--- config.mk ---
export PLATFORM = sky130hd
export DESIGN_NAME = iob_reg_file_arb
export DESIGN_NICKNAME = d
export VERILOG_FILES = /design/src/rtl/iob_reg_file_arb_pkg.sv /design/src/rtl/iob_rr_sel.sv /design/src/rtl/iob_reg_file_arb.sv
export SDC_FILE = /design/constraint.sdc
export NUM_CORES = 1
export LEC_CHECK = 0
export CAP_MARGIN = 20
export CORE_ASPECT_RATIO = 0.7
export CORE_MARGIN = 2
export CORE_UTILIZATION = 34
export DETAILED_ROUTE_END_ITERATION = 10
export PLACE_DENSITY = 0.78
export SETUP_SLACK_MARGIN = 0.2
export SYNTH_ARGS = -nofsm -noshare
export SYNTH_HDL_FRONTEND = slang
export SYNTH_SLANG_ARGS = --single-unit
--- constraint.sdc ---
create_clock -name clk -period 7.5 [get_ports clk]
set_clock_uncertainty 0.2 [all_clocks]
set_input_delay 2.25 -clock clk [delete_from_list [all_inputs] [get_ports clk]]
set_output_delay 2.25 -clock clk [all_outputs]
set_load 0.005 [all_outputs]
--- src/rtl/iob_reg_file_arb_pkg.sv ---
// Shared types and helpers for the register-file arbiter.
package iob_reg_file_arb_pkg;

  // Widest requester id (up to 16 requesters).
  localparam int unsigned ID_MAX_W = 4;

  // Per-port record of what was granted last cycle.
  typedef struct packed {
    logic                valid;
    logic                is_read;
    logic [ID_MAX_W-1:0] id;
  } port_rec_t;

  // Increment with wrap at n.
  function automatic int unsigned wrap_inc(input int unsigned v, input int unsigned n);
    return (v + 1 >= n) ? 0 : v + 1;
  endfunction

endpackage

--- src/rtl/iob_rr_sel.sv ---
// First-set-at-or-after-pointer selector: one-hot grant, its index and a found flag.
module iob_rr_sel #(
  parameter int unsigned N_REQ = 4,
  parameter int unsigned ID_W  = 2
) (
  input  logic [N_REQ-1:0] req,
  input  logic [ID_W-1:0]  ptr,
  output logic [N_REQ-1:0] gnt_c,
  output logic [ID_W-1:0]  idx_c,
  output logic             found_c
);

  logic [ID_W:0]   sum;
  logic [ID_W-1:0] pos;

  // Scan from ptr upward, wrapping at N_REQ; first set bit wins.
  always_comb begin
    gnt_c   = '0;
    idx_c   = '0;
    found_c = 1'b0;
    sum     = '0;
    pos     = '0;
    for (int k = 0; k < int'(N_REQ); k++) begin
      sum = {1'b0, ptr} + (ID_W+1)'(k);
      if (sum >= (ID_W+1)'(N_REQ)) sum = sum - (ID_W+1)'(N_REQ);
      pos = sum[ID_W-1:0];
      if (!found_c && req[pos]) begin
        found_c  = 1'b1;
        gnt_c[pos] = 1'b1;
        idx_c    = pos;
      end
    end
  end

endmodule

--- src/rtl/iob_reg_file_arb.sv ---
// Dual-port register file arbiter: grants up to two requesters per cycle (A, B),
// returns read data one cycle after grant.
// Build option: IOB_REG_FILE_ARB_RR_EN selects a round-robin pointer; otherwise
// fixed priority with requester 0 highest.
module iob_reg_file_arb
  import iob_reg_file_arb_pkg::*;
#(
  parameter int unsigned N_REQ      = 4,
  parameter int unsigned NUM_COL    = 2,
  parameter int unsigned COL_WIDTH  = 4,
  parameter int unsigned DATA_WIDTH = NUM_COL * COL_WIDTH,
  parameter int unsigned ADDR_WIDTH = 4
) (
  input  logic                        clk,
  input  logic                        arst_n,
  input  logic [N_REQ-1:0]            req_valid,
  input  logic [N_REQ*ADDR_WIDTH-1:0] req_addr,
  input  logic [N_REQ*DATA_WIDTH-1:0] req_wdata,
  input  logic [N_REQ*NUM_COL-1:0]    req_wstrb,
  output logic [N_REQ-1:0]            req_ready,
  output logic [N_REQ-1:0]            rsp_valid,
  output logic [N_REQ*DATA_WIDTH-1:0] rsp_rdata,
  output logic [NUM_COL-1:0]          weA,
  output logic [NUM_COL-1:0]          weB,
  output logic [ADDR_WIDTH-1:0]       addrA,
  output logic [ADDR_WIDTH-1:0]       addrB,
  output logic [DATA_WIDTH-1:0]       wdataA,
  output logic [DATA_WIDTH-1:0]       wdataB,
  input  logic [DATA_WIDTH-1:0]       rdataA,
  input  logic [DATA_WIDTH-1:0]       rdataB
);

  localparam int unsigned ID_W = $clog2(N_REQ);

  logic [ADDR_WIDTH-1:0] addr_arr  [N_REQ];
  logic [DATA_WIDTH-1:0] wdata_arr [N_REQ];
  logic [NUM_COL-1:0]    wstrb_arr [N_REQ];

  logic [ID_W-1:0]  ptr_q;
  logic [ID_W-1:0]  ptr_b;
  logic [N_REQ-1:0] gnt_a, gnt_b, req_b;
  logic [ID_W-1:0]  idx_a, idx_b;
  logic             found_a, found_b;
  logic             wr_a, wr_b, conflict, act_a, act_b;
  port_rec_t        rec_a, rec_b;

  // Unpack flat request buses into per-requester views.
  always_comb begin
    for (int i = 0; i < int'(N_REQ); i++) begin
      addr_arr[i]  = req_addr[i*ADDR_WIDTH +: ADDR_WIDTH];
      wdata_arr[i] = req_wdata[i*DATA_WIDTH +: DATA_WIDTH];
      wstrb_arr[i] = req_wstrb[i*NUM_COL +: NUM_COL];
    end
  end

  iob_rr_sel #(.N_REQ(N_REQ), .ID_W(ID_W)) u_sel_a (
    .req     (req_valid),
    .ptr     (ptr_q),
    .gnt_c   (gnt_a),
    .idx_c   (idx_a),
    .found_c (found_a)
  );

  assign req_b = req_valid & ~gnt_a;
  assign ptr_b = ID_W'(wrap_inc(32'(idx_a), N_REQ));

  iob_rr_sel #(.N_REQ(N_REQ), .ID_W(ID_W)) u_sel_b (
    .req     (req_b),
    .ptr     (ptr_b),
    .gnt_c   (gnt_b),
    .idx_c   (idx_b),
    .found_c (found_b)
  );

  // Two writes to one address would collide in the rf; B backs off and retries.
  assign wr_a     = |wstrb_arr[idx_a];
  assign wr_b     = |wstrb_arr[idx_b];
  assign conflict = wr_a && wr_b && (addr_arr[idx_a] == addr_arr[idx_b]);
  assign act_a    = arst_n && found_a;
  assign act_b    = arst_n && found_a && found_b && !conflict;

  // Handshake back to requesters.
  always_comb begin
    req_ready = '0;
    if (act_a) req_ready = req_ready | gnt_a;
    if (act_b) req_ready = req_ready | gnt_b;
  end

  // Register-file port drive; idle ports are held at zero.
  always_comb begin
    weA    = '0;
    addrA  = '0;
    wdataA = '0;
    weB    = '0;
    addrB  = '0;
    wdataB = '0;
    if (act_a) begin
      weA    = wstrb_arr[idx_a];
      addrA  = addr_arr[idx_a];
      wdataA = wdata_arr[idx_a];
    end
    if (act_b) begin
      weB    = wstrb_arr[idx_b];
      addrB  = addr_arr[idx_b];
      wdataB = wdata_arr[idx_b];
    end
  end

  // Remember which requester owns each port's read data next cycle.
  always_ff @(posedge clk or negedge arst_n) begin
    if (!arst_n) begin
      rec_a <= '0;
      rec_b <= '0;
    end else begin
      rec_a <= '{valid: act_a, is_read: act_a && !wr_a, id: ID_MAX_W'(idx_a)};
      rec_b <= '{valid: act_b, is_read: act_b && !wr_b, id: ID_MAX_W'(idx_b)};
    end
  end

`ifdef IOB_REG_FILE_ARB_RR_EN
  logic [ID_W-1:0] ptr_d;

  // Next pointer: one past the highest-order granted requester.
  always_comb begin
    ptr_d = ptr_q;
    if (act_b)      ptr_d = ID_W'(wrap_inc(32'(idx_b), N_REQ));
    else if (act_a) ptr_d = ID_W'(wrap_inc(32'(idx_a), N_REQ));
  end

  // Round-robin pointer register.
  always_ff @(posedge clk or negedge arst_n) begin
    if (!arst_n) ptr_q <= '0;
    else         ptr_q <= ptr_d;
  end
`else
  assign ptr_q = '0;
`endif

  // Route each port's read data to the requester that issued the read.
  always_comb begin
    rsp_valid = '0;
    rsp_rdata = '0;
    for (int i = 0; i < int'(N_REQ); i++) begin
      if (rec_a.valid && rec_a.is_read && rec_a.id == ID_MAX_W'(i)) begin
        rsp_valid[i] = 1'b1;
        rsp_rdata[i*DATA_WIDTH +: DATA_WIDTH] = rdataA;
      end
      if (rec_b.valid && rec_b.is_read && rec_b.id == ID_MAX_W'(i)) begin
        rsp_valid[i] = 1'b1;
        rsp_rdata[i*DATA_WIDTH +: DATA_WIDTH] = rdataB;
      end
    end
  end

endmodule

==> flow_summary.toml <==
[grt]
grt_overflow = 0
grtUsageTotal_pct = 27.9
grt_pass1_vias = 3491
grt_pass1_wl_mm = 16.7
grt_max_degree = 25
grt_antenna_before_repair = 0

[timing]
setup_ws_ns = 0.120
worstMarginPinSlew_ns = 0.962
slew_headroom_pct = 35.4
finalSetupTns_ns = 0
rsz0062_at_grt = "yes"
hold_viol = 0
finalSetupViolations = 0
fmaxAchievable_mhz = 136
report.final.slew_viol_count = 0
layout_min_cycle_time_ns = 7.38
fin_crit_sh_pct = 98.4

[synthesis]
synth_ff_type = "dfrtp_1"
avgSynthCellArea_um2 = 7.25
syn_inst = 323
synth_edf_count = 0
ys_types = 55
synth_nets = 408
ys_seq_area_share_pct = 8.55
async_reset_ff_share_pct = 100
yosysWarnings = 0
syn_area_um2 = 2340
ys_ff_latch = 8

[die]
core_um2 = 6690
ios = 146
dieArea_um2 = 7580
initial_core_util_pct = 35.0
die_x_um = 103
die-height_um = 73.4
rows = 25

[worst_hold_path]
hold_end = "rec_a[1]"
holdPathStages = 4
hp-start = "req_valid[1]"
hold_class = "input port to register"

[layout]
final_nets = 602
diodes = 0
n_fill_cell = 556
final_cell_mix = "123 x clkdlybuf4s50_1, 50 x buf_4, 37 x nand2_1"
drive_above_1_share_pct = 27.2
final_common_cell = "clkdlybuf4s50_1"
syn2layout_area_growth_pct = 97.3

[routing]
ant_nets = 0
routed_wl_mm = 10.9
vias_per_cell = 5.81
vias = 3538
post_drt_wl_per_cell_um = 18.0
drc_errors = 0
drt_iter0_markers = 237
drt-pass1-iter-count = 8

[setup_path]
critical_path.max_fanout = 7
arrival_ns = 4.93
critical_path_class = "input port to output port"
worstPathRequired_ns = 5.05
critPathLaunchType = "input port"
cp-end-kind = "output port"

[clock_network]
cts_max_path_buffers = 2
cts_tree = "yes"
path_clk_slew_ns = 0.04
cts_buffers = 3
clock-root-buffer = "clkbuf_8"
cts.sinks = 8
htreeDepth = 1

[place]
post-dp-hpwl_mm = 8.13
gp_congestion = 0.925
dp_slack_ns = -0.634
port_buffers = 145

[power]
irDropWorstVdd_mv = 0.0586
power_density_nw_per_um2 = 99.5
p_leak_uw = 0.00189

[run_status]
status = "completed"

[flow_run]
drv_cap = 0
cell usage after synthesis (3+ instances only):
cell type	number	share of area [%]
nor3_1	12	2.6
a221oi_1	5	1.9
nand2_1	37	5.9
nand2b_1	4	1.1
a311o_1	8	3.4
a21oi_2	11	4.1
nor2_1	34	5.5
a211oi_1	9	2.9
and2_1	11	2.9
xor2_1	4	1.5
inv_1	9	1.4
nor2b_1	3	0.80
dfrtp_1	8	8.6
ha_1	7	3.7
a2111oi_0	8	3.0
buf_2	7	1.5
buf_6	5	2.4
a31oi_1	4	1.1
or2_2	3	0.80
clkbuf_1	11	1.8
mux2i_1	27	12
nand3_1	5	1.1
a22o_1	32	12
o21ai_0	9	1.9
a21oi_1	13	2.8
registers in the layout, indices dropped and copies added (netlist names):
register,flops
rec_a,4
rec_b,4
critical path, stage by stage:
cell,delay (ns)
buf_6,0.09
nor2b_4,0.12
nor2_4,0.11
nor2_4,0.05
ha_4,0.28
and3b_2,0.22
a211o_4,0.32
buf_12,0.16
mux2i_4,0.19
mux2i_4,0.18
xor2_2,0.21
nor3_4,0.07
buf_12,0.15
buf_4,0.13
buf_6,0.12
a21oi_2,0.12
buf_2,0.13
through the flow:
step / hold WS (ns) / cells / power (µW) / instance area [µm²] / util (%)
floorplan: 1.75 / 323 / 197 / 2470 / -
global placement: 2.68 / 589 / 346 / 4290 / 64.0
detailed placement: 2.67 / 589 / 352 / 4290 / 64.0
CTS: 2.32 / 604 / 436 / 4520 / 67.5
global route: 2.33 / 609 / 486 / 4620 / 69.0
finish: 2.32 / 609 / 459 / 4620 / 69.0
cell families (layout without fill, tap and decap cells):
group / after synthesis / after routing / synth area share (%)
flip-flops: 8 / 8 / 8.55
AO/OA/AOI/OAI: 117 / 117 / 39.4
multiplexers: 27 / 27 / 11.5
XOR/XNOR: 5 / 5 / 1.87
buffers and inverters: 34 / 226 / 7.43
adder cells (fa/ha/maj): 8 / 8 / 4.17
AND/OR/NAND/NOR: 124 / 124 / 27.0
power breakdown:
| group | switching, µW | leakage (µW) | internal (µW) | total (µW) |
|---|---|---|---|---|
| sequential | 3.53 | 0.000101 | 46.8 | 50.3 |
| combinational | 169 | 0.00177 | 191 | 360 |
| clock | 14.4 | 0.0000216 | 34.5 | 48.9 |
| total | 187 | 0.00189 | 273 | 459 |
how the worst max path moves through the flow:
stage	startpoint	endpoint	slack [ns]	cells after the start
floorplan	req_valid[3]	addrB[0]	0.20	14
global placement	req_valid[2]	req_ready[0]	-0.54	14
detailed placement	req_valid[2]	req_ready[0]	-0.63	14
CTS	req_valid[2]	wdataB[0]	0.14	17
global route	req_valid[3]	wdataB[7]	0.01	17
finish	req_valid[3]	wdataB[5]	0.12	17
per-layer routing:
layer	vias up	routed length [µm]	track usage (%)	share of wire, %
met5	-	0	0	0
met4	0	164	6.58	1.5
met3	20	1010	4.85	9.2
met2	217	5290	49.2	48
met1	1672	4480	35.4	41
li1	1629	-	-	-
timing repair:
item | 4_1_cts | 5_1_grt
cloned | 1 | 0
setup buffers | 11 | 4
endpoints found under the setup margin | 18 | 18
endpoints found under the hold margin | 0 | 0
hold buffers | 0 | 0
resized for setup | 112 | 21
pin swaps | 13 | 16
layout make-up:
type	instances	area, µm²	share of cell area [%]
Timing Repair Buffer	213	2010	43.4
Tap cell	94	118	2.55
Multi-Input combinational cell	281	2220	48.0
Inverter	10	37.5	0.813
Sequential cell	8	200	4.33
Clock buffer	3	41.3	0.894
Note: power is estimated with default switching activity, not from simulation.
